--- config.mk ---
export PLATFORM = sky130hd
export DESIGN_NAME = sbox_layer_sequencer_flat
export DESIGN_NICKNAME = d
export VERILOG_FILES = /design/src/rtl/sbox_layer_sequencer_if.sv /design/src/rtl/sbox_layer_sequencer.sv /design/src/flat_wrapper.sv
export SDC_FILE = /design/constraint.sdc
export NUM_CORES = 1
export LEC_CHECK = 0
export ABC_AREA = 1
export CORE_AREA = 2 2 251 253
export CTS_CLUSTER_SIZE = 40
export DETAILED_ROUTE_END_ITERATION = 8
export DIE_AREA = 0 0 253 255
export GPL_TIMING_DRIVEN = 0
export PLACE_DENSITY = 0.58
export SLEW_MARGIN = 40
export SYNTH_ARGS = -nofsm -noshare
export SYNTH_HDL_FRONTEND = slang
export SYNTH_SLANG_ARGS = --single-unit
--- constraint.sdc ---
create_clock -name clock -period 11 [get_ports clock]
set_clock_uncertainty 0.15 [all_clocks]
set_input_delay 2.2 -clock clock [delete_from_list [all_inputs] [get_ports clock]]
set_output_delay 2.2 -clock clock [all_outputs]
set_load 0.1 [all_outputs]
--- src/rtl/sbox_layer_sequencer_if.sv ---
// Handshake bundle for the sbox layer sequencer: state in, state out, busy.
interface sbox_layer_sequencer_if;
  logic             i_valid;
  logic             o_ready;
  logic [4:0][63:0] i_state;
  logic             o_valid;
  logic             i_ready;
  logic [4:0][63:0] o_state;
  logic             o_busy;

  // slave = the sequencer, master = whatever feeds/drains it
  modport slave  (input  i_valid, i_state, i_ready,
                  output o_ready, o_valid, o_state, o_busy);
  modport master (output i_valid, i_state, i_ready,
                  input  o_ready, o_valid, o_state, o_busy);
endinterface

--- src/rtl/sbox_layer_sequencer.sv ---
// Ascon 5-bit substitution layer over a 320-bit state, NUM_SBOX columns per cycle.

// One Ascon sbox lookup; a[4] / y[4] carry the x0 bit.
module sbox_lane (
  input  logic [4:0] a,
  output logic [4:0] y
);
  // 32-entry Ascon sbox table
  always_comb begin
    y = 5'h00;
    case (a)
      5'h00: y = 5'h04;  5'h01: y = 5'h0b;  5'h02: y = 5'h1f;  5'h03: y = 5'h14;
      5'h04: y = 5'h1a;  5'h05: y = 5'h15;  5'h06: y = 5'h09;  5'h07: y = 5'h02;
      5'h08: y = 5'h1b;  5'h09: y = 5'h05;  5'h0a: y = 5'h08;  5'h0b: y = 5'h12;
      5'h0c: y = 5'h1d;  5'h0d: y = 5'h03;  5'h0e: y = 5'h06;  5'h0f: y = 5'h1c;
      5'h10: y = 5'h1e;  5'h11: y = 5'h13;  5'h12: y = 5'h07;  5'h13: y = 5'h0e;
      5'h14: y = 5'h00;  5'h15: y = 5'h0d;  5'h16: y = 5'h11;  5'h17: y = 5'h18;
      5'h18: y = 5'h10;  5'h19: y = 5'h0c;  5'h1a: y = 5'h01;  5'h1b: y = 5'h19;
      5'h1c: y = 5'h16;  5'h1d: y = 5'h0a;  5'h1e: y = 5'h0f;  5'h1f: y = 5'h17;
      default: y = 5'h00;
    endcase
  end
endmodule

module sbox_layer_sequencer #(
  parameter int NUM_SBOX = 8
) (
  input logic                  clock,
  input logic                  reset,
  sbox_layer_sequencer_if.slave bus
);
  localparam int NUM_STEPS = 64 / NUM_SBOX;
  localparam int CW        = (NUM_STEPS > 1) ? $clog2(NUM_STEPS) : 1;
  localparam int SH        = $clog2(NUM_SBOX);

  generate
    if (NUM_SBOX != 1 && NUM_SBOX != 2 && NUM_SBOX != 4 && NUM_SBOX != 8 &&
        NUM_SBOX != 16 && NUM_SBOX != 32 && NUM_SBOX != 64) begin : g_bad_num_sbox
      $error("sbox_layer_sequencer: NUM_SBOX must be a power of two in 1..64");
    end
  endgenerate

  typedef enum logic [1:0] {IDLE, RUN, DONE} state_e;

  state_e                      fsm, fsm_nxt;
  logic [CW-1:0]               cnt;
  logic [4:0][63:0]            st, st_sub;
  logic [5:0]                  base;
  logic                        last;
  logic [NUM_SBOX-1:0][4:0]    sin, sout;

  // First column of the active group; NUM_SBOX is a power of two so a shift suffices.
  // With NUM_SBOX=64 the whole state is one group and base is always 0.
  assign base = 6'(cnt) << SH;
  assign last = (cnt == CW'(NUM_STEPS - 1));

  // Gather the active columns into sbox inputs, x0 as MSB
  always_comb begin
    sin = '0;
    for (int l = 0; l < NUM_SBOX; l++)
      for (int b = 0; b < 5; b++)
        sin[l][4-b] = st[b][base + 6'(l)];
  end

  generate
    for (genvar g = 0; g < NUM_SBOX; g++) begin : g_lane
      sbox_lane u_lane (.a(sin[g]), .y(sout[g]));
    end
  endgenerate

  // Scatter sbox outputs back into the same columns; other columns pass through
  always_comb begin
    st_sub = st;
    for (int l = 0; l < NUM_SBOX; l++)
      for (int b = 0; b < 5; b++)
        st_sub[b][base + 6'(l)] = sout[l][4-b];
  end

  // FSM state register
  always_ff @(posedge clock or posedge reset) begin
    if (reset) fsm <= IDLE;
    else       fsm <= fsm_nxt;
  end

  // FSM next-state logic
  always_comb begin
    fsm_nxt = fsm;
    case (fsm)
      IDLE:    if (bus.i_valid) fsm_nxt = RUN;
      RUN:     if (last)        fsm_nxt = DONE;
      DONE:    if (bus.i_ready) fsm_nxt = IDLE;
      default:                  fsm_nxt = IDLE;
    endcase
  end

  // FSM outputs: accept only in IDLE, so a result never overlaps the next state
  always_comb begin
    bus.o_ready = (fsm == IDLE);
    bus.o_valid = (fsm == DONE);
    bus.o_busy  = (fsm != IDLE);
  end

  assign bus.o_state = st;

  // State register and column-group counter
  always_ff @(posedge clock or posedge reset) begin
    if (reset) begin
      st  <= '0;
      cnt <= '0;
    end else begin
      case (fsm)
        IDLE: if (bus.i_valid) begin
          st  <= bus.i_state;
          cnt <= '0;
        end
        RUN: begin
          st  <= st_sub;
          cnt <= last ? '0 : cnt + 1'b1;
        end
        default: ;
      endcase
    end
  end
endmodule
--- src/flat_wrapper.sv ---
// flat-port wrapper written by rule: the top's interface ports become plain ports
module sbox_layer_sequencer_flat 
#(
  parameter int NUM_SBOX = 8
)
  (clock, reset, bus_i_valid, bus_i_state, bus_i_ready, bus_o_ready, bus_o_valid, bus_o_state, bus_o_busy);
  sbox_layer_sequencer_if bus_i ();
  input logic clock;
  input logic reset;
  input wire logic [$bits(bus_i.i_valid)-1:0] bus_i_valid;
  input wire logic [$bits(bus_i.i_state)-1:0] bus_i_state;
  input wire logic [$bits(bus_i.i_ready)-1:0] bus_i_ready;
  output wire logic [$bits(bus_i.o_ready)-1:0] bus_o_ready;
  output wire logic [$bits(bus_i.o_valid)-1:0] bus_o_valid;
  output wire logic [$bits(bus_i.o_state)-1:0] bus_o_state;
  output wire logic [$bits(bus_i.o_busy)-1:0] bus_o_busy;
  assign bus_i.i_valid = bus_i_valid;
  assign bus_i.i_state = bus_i_state;
  assign bus_i.i_ready = bus_i_ready;
  assign bus_o_ready = bus_i.o_ready;
  assign bus_o_valid = bus_i.o_valid;
  assign bus_o_state = bus_i.o_state;
  assign bus_o_busy = bus_i.o_busy;
  sbox_layer_sequencer #(.NUM_SBOX(NUM_SBOX)) u_core (.clock(clock), .reset(reset), .bus(bus_i));
endmodule
# After elaboration in Yosys (flattened, before gate mapping)
# Memory sizes are Yosys's and may differ from the RTL's.
# Index checks and enable logic that the tools add are counted.
word_totals:
  mem_count: 8
  latchBits: 0
  regBits: 325
  romBits: 1280
  input_bits: 324
  wordCells: 203
  ram_bits: 0
classes:
  n_addsub: 8
  muxes: 145
  mul: 0
  n_bitwise: 0
  div: 0
  n_shift: 0
  order_cmp: 16
  n_reduce_logical: 13
  eq_ne: 6
memory_table:
  columns: ["memory", "depth", "width", "rd", "rd_clocked_by_memory_dff", "wr", "line_no", "text"]
  rows:
  - ["(no name shown)", 32, 5, 1, 0, 0, "sbox_layer_sequencer.sv:11", "case (a)"]
  - ["(no name shown)", 32, 5, 1, 0, 0, "sbox_layer_sequencer.sv:11", null]
  - ["(no name shown)", 32, 5, 1, 0, 0, "sbox_layer_sequencer.sv:11", null]
  - ["(no name shown)", 32, 5, 1, 0, 0, "sbox_layer_sequencer.sv:11", null]
  - ["(no name shown)", 32, 5, 1, 0, 0, "sbox_layer_sequencer.sv:11", null]
  - ["(no name shown)", 32, 5, 1, 0, 0, "sbox_layer_sequencer.sv:11", null]
  - ["2 more memories", null, null, null, null, null, null, null]
ops:
  columns: ["operator", "count"]
  rows:
  - ["64-bit bitwise mux", 40]
  - ["320-bit case mux with 2 select lines", 1]
  - ["320-bit two-way mux", 1]
  - ["1-bit binary-select mux with 6-bit select", 35]
  - ["6-bit by 7-bit less-than comparator with 1-bit output (second input constant)", 8]
  - ["6-bit by 1-bit greater-or-equal comparator with 1-bit output (second input constant)", 8]
  - ["1-bit two-way mux", 48]
  - ["1-bit demux with 6-bit select", 7]
  - ["6-bit by 3-bit adder with 6-bit output (second input constant)", 4]
  - ["1-bit binary-select mux with 3-bit select", 5]
  - ["6-bit by 2-bit adder with 6-bit output (second input constant)", 2]
  - ["1-bit logical AND", 8]
  - ["6-bit by 1-bit adder with 6-bit output (second input constant)", 1]
  - ["2-bit two-way mux", 3]
  - ["3-bit two-way mux", 2]
  - ["2-bit case mux with 3 select lines", 1]
  - ["3-bit case mux with 2 select lines", 1]
  - ["2-bit != test (second input constant)", 2]
  - ["2-bit nonzero test", 2]
  - ["3-bit by 1-bit adder with 3-bit output (second input constant)", 1]
  - ["1-bit demux with 3-bit select", 1]
  - ["3-bit == test (second input constant)", 1]
  - ["3-bit AND reduction", 1]
  - ["2-bit by 1-bit == test with 1-bit output (second input constant)", 1]
  - ["other kinds (4)", 4]

# Depth between registers and ports, before layout
depth:
  word_depth: 13
  mapped_depth: 17
  depth_no_buf: 15

# By module
# A second synthesis with hierarchy kept.
unflattened:
  cells_unflattened: 3782
  area_unflattened_um2: 22026.1
by_module_without_submodules:
  columns: ["module", "cells_per_inst", "area_each_um2", "instances", "seq_area_each_um2"]
  rows:
  - ["sbox_layer_sequencer", 3456, 20422.1, 1, 8132.8]
  - ["sbox_lane at u_core.g_lane[0].u_lane ...", 41, 201.4, 7, 0.0]
  - ["sbox_lane at u_core.g_lane[1].u_lane", 39, 193.9, 1, 0.0]

# Worst setup path after synthesis
# No wires, ideal clock.
synth_timing:
  kind: "reg2out"
  start: "reg u_core.fsm[1]"
  end: "out bus_o_busy"
  arrival_time_ns: 2.635
  setup_slack_ns: 6.015
  path_buffers: 0
  path_stages_with_launch: 3
  path_cell_list: "dfrtp_1 nor2_1 inv_1"
synth_via:
  elab_chain_len: 1
synth_lines:
  columns: ["element", "line_no", "text"]
  rows:
  - ["from (decl)", "sbox_layer_sequencer.sv:45", "state_e fsm, fsm_nxt;"]
  - ["from (signal assigned)", "sbox_layer_sequencer.sv:82", "else fsm <= fsm_nxt;"]
  - ["2-bit nonzero test", "sbox_layer_sequencer.sv:100", "bus.o_busy = (fsm != IDLE);"]
  - ["to (decl)", "flat_wrapper.sv:16", "output wire logic [$bits(bus_i.o_busy)-1:0] bus_o_busy;"]
# No other way between the ends.

# Final worst setup path
layout_timing:
  start: "in bus_i_valid"
  end: "reg u_core.st, in the netlist u_core.bus.o_state[183]"
layout_via:
  elab_chain_len: 2
layout_lines:
  columns: ["element", "line_no", "text"]
  rows:
  - ["from (decl)", "flat_wrapper.sv:10", "input wire logic [$bits(bus_i.i_valid)-1:0] bus_i_valid;"]
  - ["2-bit != test (no source line)", null, null]
  - ["2-bit AND reduction (no source line)", null, null]
  - ["to (signal assigned)", "sbox_layer_sequencer.sv:113", "st <= bus.i_state;"]
  - ["to (signal assigned)", "sbox_layer_sequencer.sv:117", "st <= st_sub;"]
  - ["to (decl)", "sbox_layer_sequencer.sv:47", "logic [4:0][63:0] st, st_sub;"]
# No other way between the ends.
# A chain may end at the register's enable or synchronous reset.

==> results.ini <==
[routing]
dr.pass1.iters=6
wl_met1_um=51220
wirelength_um=128600
drt_iter0_markers=2892
via_per_inst=5.595
drcViolationCount=0
topRoutingLayerUsed=met4
ant_nets=0
wl_per_cell_um=29.73
vias=24191
wl_met2_um=57790
met3_length_um=12660

[floorplan]
io_pins=647
chipWidth_um=253
core_area_sq_mm=0.06216
initial_core_util_pct=31.43
die_h_um=255
rows=92
die_area_sq_mm=0.06452

[hold_path]
hold_path_depth=2
hold_class=flip-flop to flip-flop
worstHoldStart=u_core.bus.o_state[215]$_DFFE_PP0P_
hold_end=u_core.bus.o_state[215]$_DFFE_PP0P_

[setup_path]
critical_path_class=primary input to flip-flop
startpoint_type=primary input
crit_fanout=10
max_stage_delay_ps=740
arrival_ps=5220
path_cells=clkdlybuf4s50_1 > nand2_1 > clkinv_1 > buf_2 > clkbuf_1 > clkbuf_1 > nand2_1 > o211ai_1
crit_family=buffers and inverters
reg2reg_depth=14
timing.rr.start=u_core.cnt[2]$_DFFE_PP0P_
worst-path-buf-inv=5
critPathRequiredTime_ps=11340
worst_r2r_endpoint=u_core.bus.o_state[96]$_DFFE_PP0P_
r2r_slack_ps=6720
crit_path_top_delay_cell=clkbuf_1
crit_path_end_kind=flip-flop

[clocking]
cts_tree=built
clk_path_buf_depth=3
cts_resized=0
cts.clk_slew.worst_paths_ps=60
postCtsHoldBufs=0
cts_buffers=42
cts-root-buf=clkbuf_16
cts_sinks=325
ctsHtreeMaxLevel=2
cts_setup_buffers=0
clk_latency_ps=590

[flow_run]
drv_cap=0

[timing]
finalSetupViolCount=0
maxSlewHeadroom_pct=34.71
rsz0062_at_grt=no
worst_pin_slew_ps=979.3
hold_viol=0
report.final.slew_viol_count=0
maxClockFrequency_ghz=0.2051
fin_crit_ps=4875
fin_setup_tns_ps=0
fin_crit_sh_pct=44.32

[global_route]
grt_pass1_wl_um=175600
overflow=0
grt_antenna_before_repair=10
grt_usage_pct=38.88
grt_pass1_vias=23164
grt_max_degree=27

[layout]
mostFrequentLayoutCells=nand2_1 (919), nand3_1 (412), buf_2 (366)
final_common_cell=nand2_1
seq_area_sq_mm=0.008133
fillers=6626
multi_input_area_sq_mm=0.009663
nets=3827
area_delta_synth_final_pct=38.63
drive_above_1_share_pct=15.70

[logic_synthesis]
yosysWarningCount=0
yosys_register_bits=325
synth_cell_types=28
syn_nets=3121
synth_cells=2779
ys_seq_area_share_pct=41.63
synth.avg_cell_area_sq_um=7.030
syn_area_sq_mm=0.01954

[placed_design]
port_buffers=646
gp_congestion=0.9627
dp_hpwl_um=97640

[outcome]
status=complete, no violations

==> area by class of cell <==
type	count	share of cell area (%)
multi-input combinational	2017	35.68
sequential	325	30.03
timing repair buffer	662	19.13
clock buffer	66	4.513
inverter	284	3.959
tap	799	3.691
buffer	153	2.702
clock inverter	10	0.2310
antenna	8	0.07391
==> routing by layer <==
metal	GRT usage, %	vias up
li1	-	10523
met1	50.51	11733
met2	61.19	1603
met3	8.827	332
met4	18.95	0
met5	0	-
==> worst max-delay path by stage <==
stage	start	endpoint	depth (start not counted)
floorplan	reset	u_core.bus.o_state[0]$_DFFE_PP0P_	1
global placement	reset	u_core.bus.o_state[96]$_DFFE_PP0P_	2
detailed placement	bus_i_valid	u_core.bus.o_state[183]$_DFFE_PP0P_	8
CTS	bus_i_valid	u_core.bus.o_state[183]$_DFFE_PP0P_	8
global route	bus_i_valid	u_core.bus.o_state[183]$_DFFE_PP0P_	8
finish	bus_i_valid	u_core.bus.o_state[183]$_DFFE_PP0P_	8
==> registers in the layout, summed over array words and instances, names as in the netlist <==
register	cells
u_core.bus.o_state	320
u_core.fsm	2
u_core.cnt	3
==> worst reg2reg max path, stage by stage, from the launching register on <==
cell and delay [ps]:
dfrtp_1 440, inv_2 160, nor2_2 610, buf_2 530
nand3_1 240, nand2_1 170, inv_1 50, nand2_1 170
ha_1 310, inv_1 120, nand2_1 70, nand3_1 110
nand3_1 590, nand3_1 350, a21oi_1 100
==> cell usage after synthesis, drive strengths merged <==
master	n	area (sq um)
buf	65	351.6
inv	280	1054
ha	18	225.2
o22ai	1	6.260
nand2	935	3555
nor3	4	40.04
xnor2	1	16.27
nand3	417	2112
clkbuf	88	330.3
nor2	179	716.9
a21oi	148	740.7
o21ai	95	475.5
xor2	14	227.7
a22oi	128	960.9
clkinv	4	15.01
o211ai	77	578.1
dfrtp	325	8133
==> cell families after synthesis <==
logic type      share of synthesized area [%]
simple gates                            32.88
compound gates                          14.13
xor+xnor                                1.249
fa+ha+maj                               1.153
buf+inv                                 8.959
flops                                   41.63
==> metrics by stage <==
| step | hold WS, ps | std cells | setup slack (ps) | utilization, % | instance area, sq um |
|---|---|---|---|---|---|
| global placement | 361.0 | 4224 | 1447 | 43.45 | 27010 |
| detailed placement | 360.2 | 4240 | 5649 | 41.46 | 25770 |
| CTS | 375.2 | 4316 | 6240 | 43.52 | 27050 |
| floorplan | 398.7 | 2779 | 4313 | - | 19540 |
| global route | 404.6 | 4321 | 6183 | 43.56 | 27080 |
| finish | 376.5 | 4324 | 6125 | 43.57 | 27080 |
Power is left out: the tool's default activity adds up to more than one toggle a clock period on the data nets, which glitch-free logic cannot reach.
